`config.mk`:
```
export PLATFORM = sky130hd
export DESIGN_NAME = mvm_feeder_flat
export DESIGN_NICKNAME = d
export VERILOG_FILES = /design/src/rtl/mvm_feeder_if.sv /design/src/rtl/mvm_feeder.sv /design/src/flat_wrapper.sv
export SDC_FILE = /design/constraint.sdc
export NUM_CORES = 1
export LEC_CHECK = 0
export ABC_AREA = 1
export CORE_MARGIN = 2
export CORE_UTILIZATION = 40
export DETAILED_ROUTE_END_ITERATION = 10
export PLACE_DENSITY_LB_ADDON = 0.1
export SLEW_MARGIN = 20
export SYNTH_ARGS = -nofsm -noshare
export SYNTH_HDL_FRONTEND = slang
export SYNTH_SLANG_ARGS = --single-unit
```
`constraint.sdc`:
```
create_clock -name clk -period 2.75 [get_ports clk]
set_clock_uncertainty 0.2 [all_clocks]
set_input_delay 0.4125 -clock clk [delete_from_list [all_inputs] [get_ports clk]]
set_output_delay 0.4125 -clock clk [all_outputs]
set_load 0.05 [all_outputs]
```
`src/rtl/mvm_feeder_if.sv`:
```
// Operand-feed, result-return and control signals between the MVM feeder and its host/engine.
interface mvm_feeder_if;
  logic        ld_en;
  logic [4:0]  ld_addr;
  logic [7:0]  ld_data;
  logic        start;
  logic        out_valid;
  logic [7:0]  out_data;
  logic        out_ready;
  logic        res_valid;
  logic [15:0] res_data;
  logic        res_ready;
  logic [1:0]  rd_addr;
  logic [15:0] rd_data;
  logic        busy;
  logic        done;

  modport master (
    output ld_en, ld_addr, ld_data, start, out_ready, res_valid, res_data, rd_addr,
    input  out_valid, out_data, res_ready, rd_data, busy, done
  );

  modport slave (
    input  ld_en, ld_addr, ld_data, start, out_ready, res_valid, res_data, rd_addr,
    output out_valid, out_data, res_ready, rd_data, busy, done
  );
endinterface

```
`src/rtl/mvm_feeder.sv`:
```
// Streams a stored matrix/vector operand set to an MVM engine and captures its K result words.
module mvm_feeder #(
  parameter int unsigned K    = 4,
  parameter int unsigned NOPS = K * K + 2 * K
) (
  input logic          clk,
  input logic          reset,
  mvm_feeder_if.slave  bus
);

  localparam int unsigned PW = $clog2(NOPS);
  localparam int unsigned RW = (K > 1) ? $clog2(K) : 1;

  typedef enum logic [1:0] {IDLE, SEND, RECV, DONE} state_t;

  state_t          r_state;
  state_t          w_next;
  logic [7:0]      r_store [NOPS];
  logic [15:0]     r_result [K];
  logic [PW-1:0]   r_send_ptr;
  logic [RW-1:0]   r_rcv_ptr;
  logic            w_send_xfer;
  logic            w_res_xfer;
  logic            w_ld_ok;
  logic            w_send_last;
  logic            w_res_last;

  assign w_send_xfer = (r_state == SEND) && bus.out_ready;
  assign w_res_xfer  = (r_state == RECV) && bus.res_valid;
  assign w_ld_ok     = (r_state == IDLE) && bus.ld_en && (32'(bus.ld_addr) < NOPS);
  assign w_send_last = (r_send_ptr == PW'(NOPS - 1));
  assign w_res_last  = (r_rcv_ptr == RW'(K - 1));

  always_ff @(posedge clk or negedge reset) begin
    if (!reset) r_state <= IDLE;
    else        r_state <= w_next;
  end

  always_comb begin
    w_next = r_state;
    case (r_state)
      IDLE:    if (bus.start) w_next = SEND;
      SEND:    if (w_send_xfer && w_send_last) w_next = RECV;
      RECV:    if (w_res_xfer && w_res_last) w_next = DONE;
      DONE:    w_next = IDLE;
      default: w_next = IDLE;
    endcase
  end

  always_comb begin
    bus.out_valid = 1'b0;
    bus.out_data  = 8'd0;
    bus.res_ready = 1'b0;
    bus.busy      = 1'b0;
    bus.done      = 1'b0;
    case (r_state)
      SEND: begin
        bus.out_valid = 1'b1;
        bus.out_data  = r_store[r_send_ptr];
        bus.busy      = 1'b1;
      end
      RECV: begin
        bus.res_ready = 1'b1;
        bus.busy      = 1'b1;
      end
      DONE: begin
        bus.busy = 1'b1;
        bus.done = 1'b1;
      end
      default: ;
    endcase
  end

  // Operand store survives reset so a job can be rerun after an abort.
  always_ff @(posedge clk) begin
    if (w_ld_ok) r_store[bus.ld_addr] <= bus.ld_data;
  end

  always_ff @(posedge clk or negedge reset) begin
    if (!reset) begin
      r_send_ptr <= '0;
    end else if (r_state != SEND) begin
      r_send_ptr <= '0;
    end else if (w_send_xfer) begin
      r_send_ptr <= w_send_last ? '0 : r_send_ptr + PW'(1);
    end
  end

  always_ff @(posedge clk or negedge reset) begin
    if (!reset) begin
      r_rcv_ptr <= '0;
      for (int i = 0; i < int'(K); i++) r_result[i] <= 16'd0;
    end else if (r_state != RECV) begin
      r_rcv_ptr <= '0;
    end else if (w_res_xfer) begin
      r_result[r_rcv_ptr] <= bus.res_data;
      r_rcv_ptr           <= w_res_last ? '0 : r_rcv_ptr + RW'(1);
    end
  end

  assign bus.rd_data = r_result[bus.rd_addr];

endmodule

```
`src/flat_wrapper.sv`:
```
// flat-port wrapper written by rule: the top's interface ports become plain ports
module mvm_feeder_flat 
#(
  parameter int unsigned K    = 4,
  parameter int unsigned NOPS = K * K + 2 * K
)
  (clk, reset, bus_ld_en, bus_ld_addr, bus_ld_data, bus_start, bus_out_ready, bus_res_valid, bus_res_data, bus_rd_addr, bus_out_valid, bus_out_data, bus_res_ready, bus_rd_data, bus_busy, bus_done);
  mvm_feeder_if bus_i ();
  input logic clk;
  input logic reset;
  input wire logic [$bits(bus_i.ld_en)-1:0] bus_ld_en;
  input wire logic [$bits(bus_i.ld_addr)-1:0] bus_ld_addr;
  input wire logic [$bits(bus_i.ld_data)-1:0] bus_ld_data;
  input wire logic [$bits(bus_i.start)-1:0] bus_start;
  input wire logic [$bits(bus_i.out_ready)-1:0] bus_out_ready;
  input wire logic [$bits(bus_i.res_valid)-1:0] bus_res_valid;
  input wire logic [$bits(bus_i.res_data)-1:0] bus_res_data;
  input wire logic [$bits(bus_i.rd_addr)-1:0] bus_rd_addr;
  output wire logic [$bits(bus_i.out_valid)-1:0] bus_out_valid;
  output wire logic [$bits(bus_i.out_data)-1:0] bus_out_data;
  output wire logic [$bits(bus_i.res_ready)-1:0] bus_res_ready;
  output wire logic [$bits(bus_i.rd_data)-1:0] bus_rd_data;
  output wire logic [$bits(bus_i.busy)-1:0] bus_busy;
  output wire logic [$bits(bus_i.done)-1:0] bus_done;
  assign bus_i.ld_en = bus_ld_en;
  assign bus_i.ld_addr = bus_ld_addr;
  assign bus_i.ld_data = bus_ld_data;
  assign bus_i.start = bus_start;
  assign bus_i.out_ready = bus_out_ready;
  assign bus_i.res_valid = bus_res_valid;
  assign bus_i.res_data = bus_res_data;
  assign bus_i.rd_addr = bus_rd_addr;
  assign bus_out_valid = bus_i.out_valid;
  assign bus_out_data = bus_i.out_data;
  assign bus_res_ready = bus_i.res_ready;
  assign bus_rd_data = bus_i.rd_data;
  assign bus_busy = bus_i.busy;
  assign bus_done = bus_i.done;
  mvm_feeder #(.K(K), .NOPS(NOPS)) u_core (.clk(clk), .reset(reset), .bus(bus_i));
endmodule
```
### Word level (Yosys, flattened, before mapping)

Memories as Yosys holds them, arrays and structs flattened.
Cells that the tools add are included.

* register bits after elaboration: 73
* bits in writable memories: 192
* input bits: 37
* output and inout bits: 28
* word-level logic and storage cells: 63
* memories kept: 1

* add/sub/neg operators: 2
* magnitude comparators: 4
* equality and inequality tests: 10
* multiplexer cells: 23
* bitwise operators: 3
* reductions and logical operators: 13

Memories
* u_core.r_store: words 24, bits a word 8, rd ports 1, clocked after Yosys merged registers in 0, write ports 1, RTL line mvm_feeder.sv:18 `logic [7:0] r_store [NOPS];`

Operator list (count)
* $bwmux W64: 1
* $mux W16: 3
* $bmux W16 S2: 1
* $demux W16 S2: 1
* $mux W5: 3
* $mux W2: 6
* $mux W8: 1
* $ne A2 B2 Y1 const B: 4
* $pmux W2 S4: 1
* $logic_and A1 B1 Y1: 7
* $eq A2 B2 Y1 const B: 3
* $ge A3 B3 Y1 const B: 2
* $mux W1: 6
* $not A2 Y3: 2
* $add A5 B1 Y5 const B: 1
* $eq A5 B5 Y1 const B: 1
* $lt A5 B5 Y1 const B: 1
* $reduce_bool A2 Y1: 2
* $lt A3 B1 Y1 const B: 1
* $reduce_and A3 Y1: 1
* $reduce_or A3 Y1: 1
* $add A2 B1 Y2 const B: 1
* $eq A2 B1 Y1 const B: 1
* $logic_not A2 Y1: 1
* other kinds (3): 3

### Longest topological paths before layout

* word-level depth: 6
* depth in mapped cells: 11
* gate-level depth less buffers: 9

### Worst setup path after synthesis

OpenSTA, ideal clock, no wires.

* kind: register -> output
* start point: register u_core.r_state[1]
* end point: output bus_out_data[0]
* arrival time: 2178 ps
* required time: 2138 ps
* slack: -41 ps
* cell stages (with the launch flop): 5
* buffers on the path: 0
* cell sequence: dfrtp_1 inv_1 ha_1 clkinv_1 a21oi_1

* cells in the longest elaborated chain, start to end: 2

Ends and longest elaborated chain
* from (decl): RTL line mvm_feeder.sv:16 `state_t r_state;`
* from (signal assigned): RTL line mvm_feeder.sv:36 `else r_state <= w_next;`
* $eq A2 B1 Y1: RTL line mvm_feeder.sv:56 `case (r_state)`
* $mux W8: RTL line mvm_feeder.sv:56
* to (decl): RTL line flat_wrapper.sv:20 `output wire logic [$bits(bus_i.out_data)-1:0] bus_out_data;`

Every way passes these cells.

### Final worst setup path

* start point: register u_core.r_send_ptr[0]
* end point: output bus_out_data[5]

* cells in the longest elaborated chain, start to end: 2

Ends and longest elaborated chain
* from (decl): RTL line mvm_feeder.sv:20 `logic [PW-1:0] r_send_ptr;`
* from (signal assigned): RTL line mvm_feeder.sv:85 `r_send_ptr <= w_send_last ? '0 : r_send_ptr + PW'(1);`
* $mem_v2 Z24 W8
* $mux W8: RTL line mvm_feeder.sv:56

Every way passes these cells.

==> impl_metrics.toml <==
[drt]
drc = 0
drt_wl_total_um = 30500
antenna_left = 0
drt_iter0_markers = 710
viasPerCell = 5.00
dr.pass1.iters = 5
vias = 8267
wl_per_cell_um = 18.4

[finish]
drive_gt1_share_pct = 14.7
diodes = 0
fill_cells = 2620
area_growth_syn_to_layout_pct = 25.9
fin_nets = 1294
fin_cells = 1654

[sta]
drv_slew = 0
layout_setup_ws_ns = -0.233
period_share_pct = 108
hold_violations = 0
worst_slew_pin_slew_ns = 0.605
rsz0062_at_grt = "yes"
max_slew_margin_pct = 59.6
period_minus_slack_ns = 2.98
hold_ws_ns = 0.196
setup_viol = 8
timing.fmax_ghz = 0.335

[cts]
cts_root_buffer = "clkbuf_16"
cts_made_buffers = 29
clk_path_buf_depth = 3
cts_tree = "built"
clk_pin_slew_ns = 0.06
clk_latency_ns = 0.55
cts_sinks = 265
ctsHtreeMaxLevel = 1

[global_routing]
gr-total-overflow = 0
antenna_found_initial = 0
grt_pass1_wl_um = 47400
grt_pass1_vias = 8044
grt_usage_pct = 20.3
grt_max_degree = 51

[synth]
synth.distinct_cells = 27
synth_warnings = 0
synth_top_area_share_pct = 50.1
netlist_area_sq_um = 11500
postSynthAreaPerCell_sq_um = 10.1
synth_area_leader_cell = "edfxtp_1"
yosysSeqAreaShare_pct = 66.0
syn_inst = 1138
syn_nets = 1185
synthTopCellsByArea = "edfxtp_1 (50%), dfrtp_1 (16%), nand2_1 (8.3%)"
ys_ff_latch = 265

[flow_run]
drv_cap = 0

[run_status]
status = "finished with violations"
violations = "negative setup slack"

[setup_path]
cp_max_fo = 12
cp.arrival_ns = 2.37
path_cells = "inv_8 -> buf_12 -> buf_8 -> o21ai_1 -> o211ai_1 -> nand3_1 -> a21oi_4 -> buf_12"
r2r_slack_ns = 0.42
start_kind = "flop"
crit_start = "u_core.r_send_ptr[0]"
end_kind = "output pin"
r2r_cells = 7
slowest_stage = "dfrtp_2"
reg2reg_from = "u_core.r_state[0]"
critPathKind = "flop to output pin"
cpMostUsedCell = "buf_12"
cp_slowest_stage_delay_ns = 0.50
cp_data_required_time_ns = 2.14
rr_endpoint = "u_core.r_store[4][6]"

[power]
sequentialPowerShare_pct = 41.1
total_power_mw = 11.6
swShare_pct = 31.8
switching_power_mw = 3.68
comb_power_share_pct = 28.3
p_clk_share_pct = 30.7
leakage_nw = 5.97
ir_drop_v = 0.000526
power.density_nw_per_um2 = 800
internal_power_mw = 7.91

[place]
io_buffers = 64
routabilityCongestion = 0.837
hpwl_um = 18500
place_inst = 1589

[floorplan]
core_area_sq_um = 28500
die_w_um = 174
initial_core_util_pct = 40.3
ioPinCount = 65
fp.dieArea_sq_um = 30100
std_cell_rows = 62
fp.dieH_um = 174

[hold_path]
hold_path_class = "primary input to async pin"
power by group through the flow:
stage | combinational (mW) | sequential, mW | clock, mW
6_report | 3.28 | 4.76 | 3.56
3_3_place_gp | 2.83 | 4.82 | 0
3_5_place_dp | 2.85 | 4.82 | 0
5_1_grt | 3.57 | 4.80 | 3.79
4_1_cts | 3.20 | 4.76 | 3.63
2_1_floorplan | 1.76 | 4.78 | 0
routing by layer:
| metal | global-route usage (%) | vias to the layer above | routed length [um] |
|---|---|---|---|
| met1 | 30.9 | 3978 | 14400 |
| met2 | 31.0 | 247 | 13800 |
| met4 | 4.66 | 0 | 594 |
| met3 | 2.72 | 37 | 1650 |
| li1 | - | 4005 | - |
| met5 | 0 | - | 0 |
area by class of cell:
type	instances	area [sq um]	share of cell area [%]
Timing Repair Buffer	138	1730	12.0
Clock inverter	14	80.1	0.553
Clock buffer	40	787	5.43
Tap cell	384	480	3.32
Multi-Input combinational cell	676	3290	22.7
Sequential cell	265	7590	52.4
Inverter	137	523	3.61
cells by family after synthesis:
kind of cell / Yosys count / synth area share (%)
flops: 265 / 66.0
xor+xnor: 1 / 0.0761
buf+inv: 197 / 7.23
simple gates: 485 / 17.2
compound gates: 180 / 8.46
fa+ha+maj: 10 / 1.09
per-stage QoR:
stage	area (sq um)	setup TNS, ns	util (%)	setup WS (ns)
after floorplan	11500	-0.326	-	-0.0408
after detailed placement	13100	0	46.0	0.207
after global routing	14500	-2.17	50.8	-0.286
final	14500	-1.58	50.8	-0.233
after CTS	14400	-1.43	50.4	-0.198
after global placement	13100	0	46.0	0.185
synthesized netlist by cell type:
cell,number
nand2_1,255
edfxtp_1,192
inv_1,134
o21ai_0,115
nor2_1,114
nand3_1,113
dfrtp_1,73
clkbuf_1,25
buf_2,24
o21ai_1,20
o22ai_1,17
o211ai_1,16
ha_1,10
a21oi_1,9
buf_6,6
buf_4,4
buf_1,1
clkinv_1,1
inv_2,1
inv_4,1
nand3b_1,1
nor3_2,1
o221ai_1,1
o2bb2ai_1,1
o32ai_1,1
or2_2,1
xor2_1,1
flip-flops by register name, indices dropped and copies added, names as in the netlist:
signal             flops
u_core.r_store       192
u_core.r_result       64
u_core.r_send_ptr      5
u_core.r_rcv_ptr       2
u_core.r_state         2
timing repair:
action / in CTS / in global routing
pin swaps: 25 / 14
resized for setup: 52 / 15
endpoints found under the setup margin: 10 / 9
endpoints found under the hold margin: 38 / 0
hold buffers: 1 / 0
cloned: 4 / 2
buffers inserted: 4 / 0
how the worst max path moves through the flow:
stage | end | cells past startpoint
3_3_place_gp | bus_out_data[3] | 8
4_1_cts | bus_out_data[1] | 8
6_report | bus_out_data[5] | 8
3_5_place_dp | bus_out_data[1] | 8
2_1_floorplan | bus_out_data[0] | 4
5_1_grt | bus_out_data[4] | 8
worst max-delay path: cells and delay by family, from the launching register on:
kind                   cells  cell delay, ns
AO/OA/AOI/OAI              3            0.49
buffers and inverters      4            0.62
flip-flops                 1            0.50
AND/OR/NAND/NOR            1            0.18
cells in the final DEF (no fill, tap or decap), types with 7 or more instances in the layout:
cell	Yosys	final
o211ai_1	16	16
clkinv_2	0	10
nor2_1	114	111
nand2_1	255	246
clkbuf_1	25	9
nand3_1	113	93
dfrtp_1	73	71
o22ai_1	17	17
clkbuf_16	0	31
buf_4	4	52
o21ai_1	20	20
nand3_2	0	20
o21ai_0	115	114
edfxtp_1	192	192
clkdlybuf4s50_1	0	36
nand2_2	0	7
ha_1	10	10
buf_12	0	37
inv_1	134	134
Note: power is estimated with default switching activity, not from simulation.
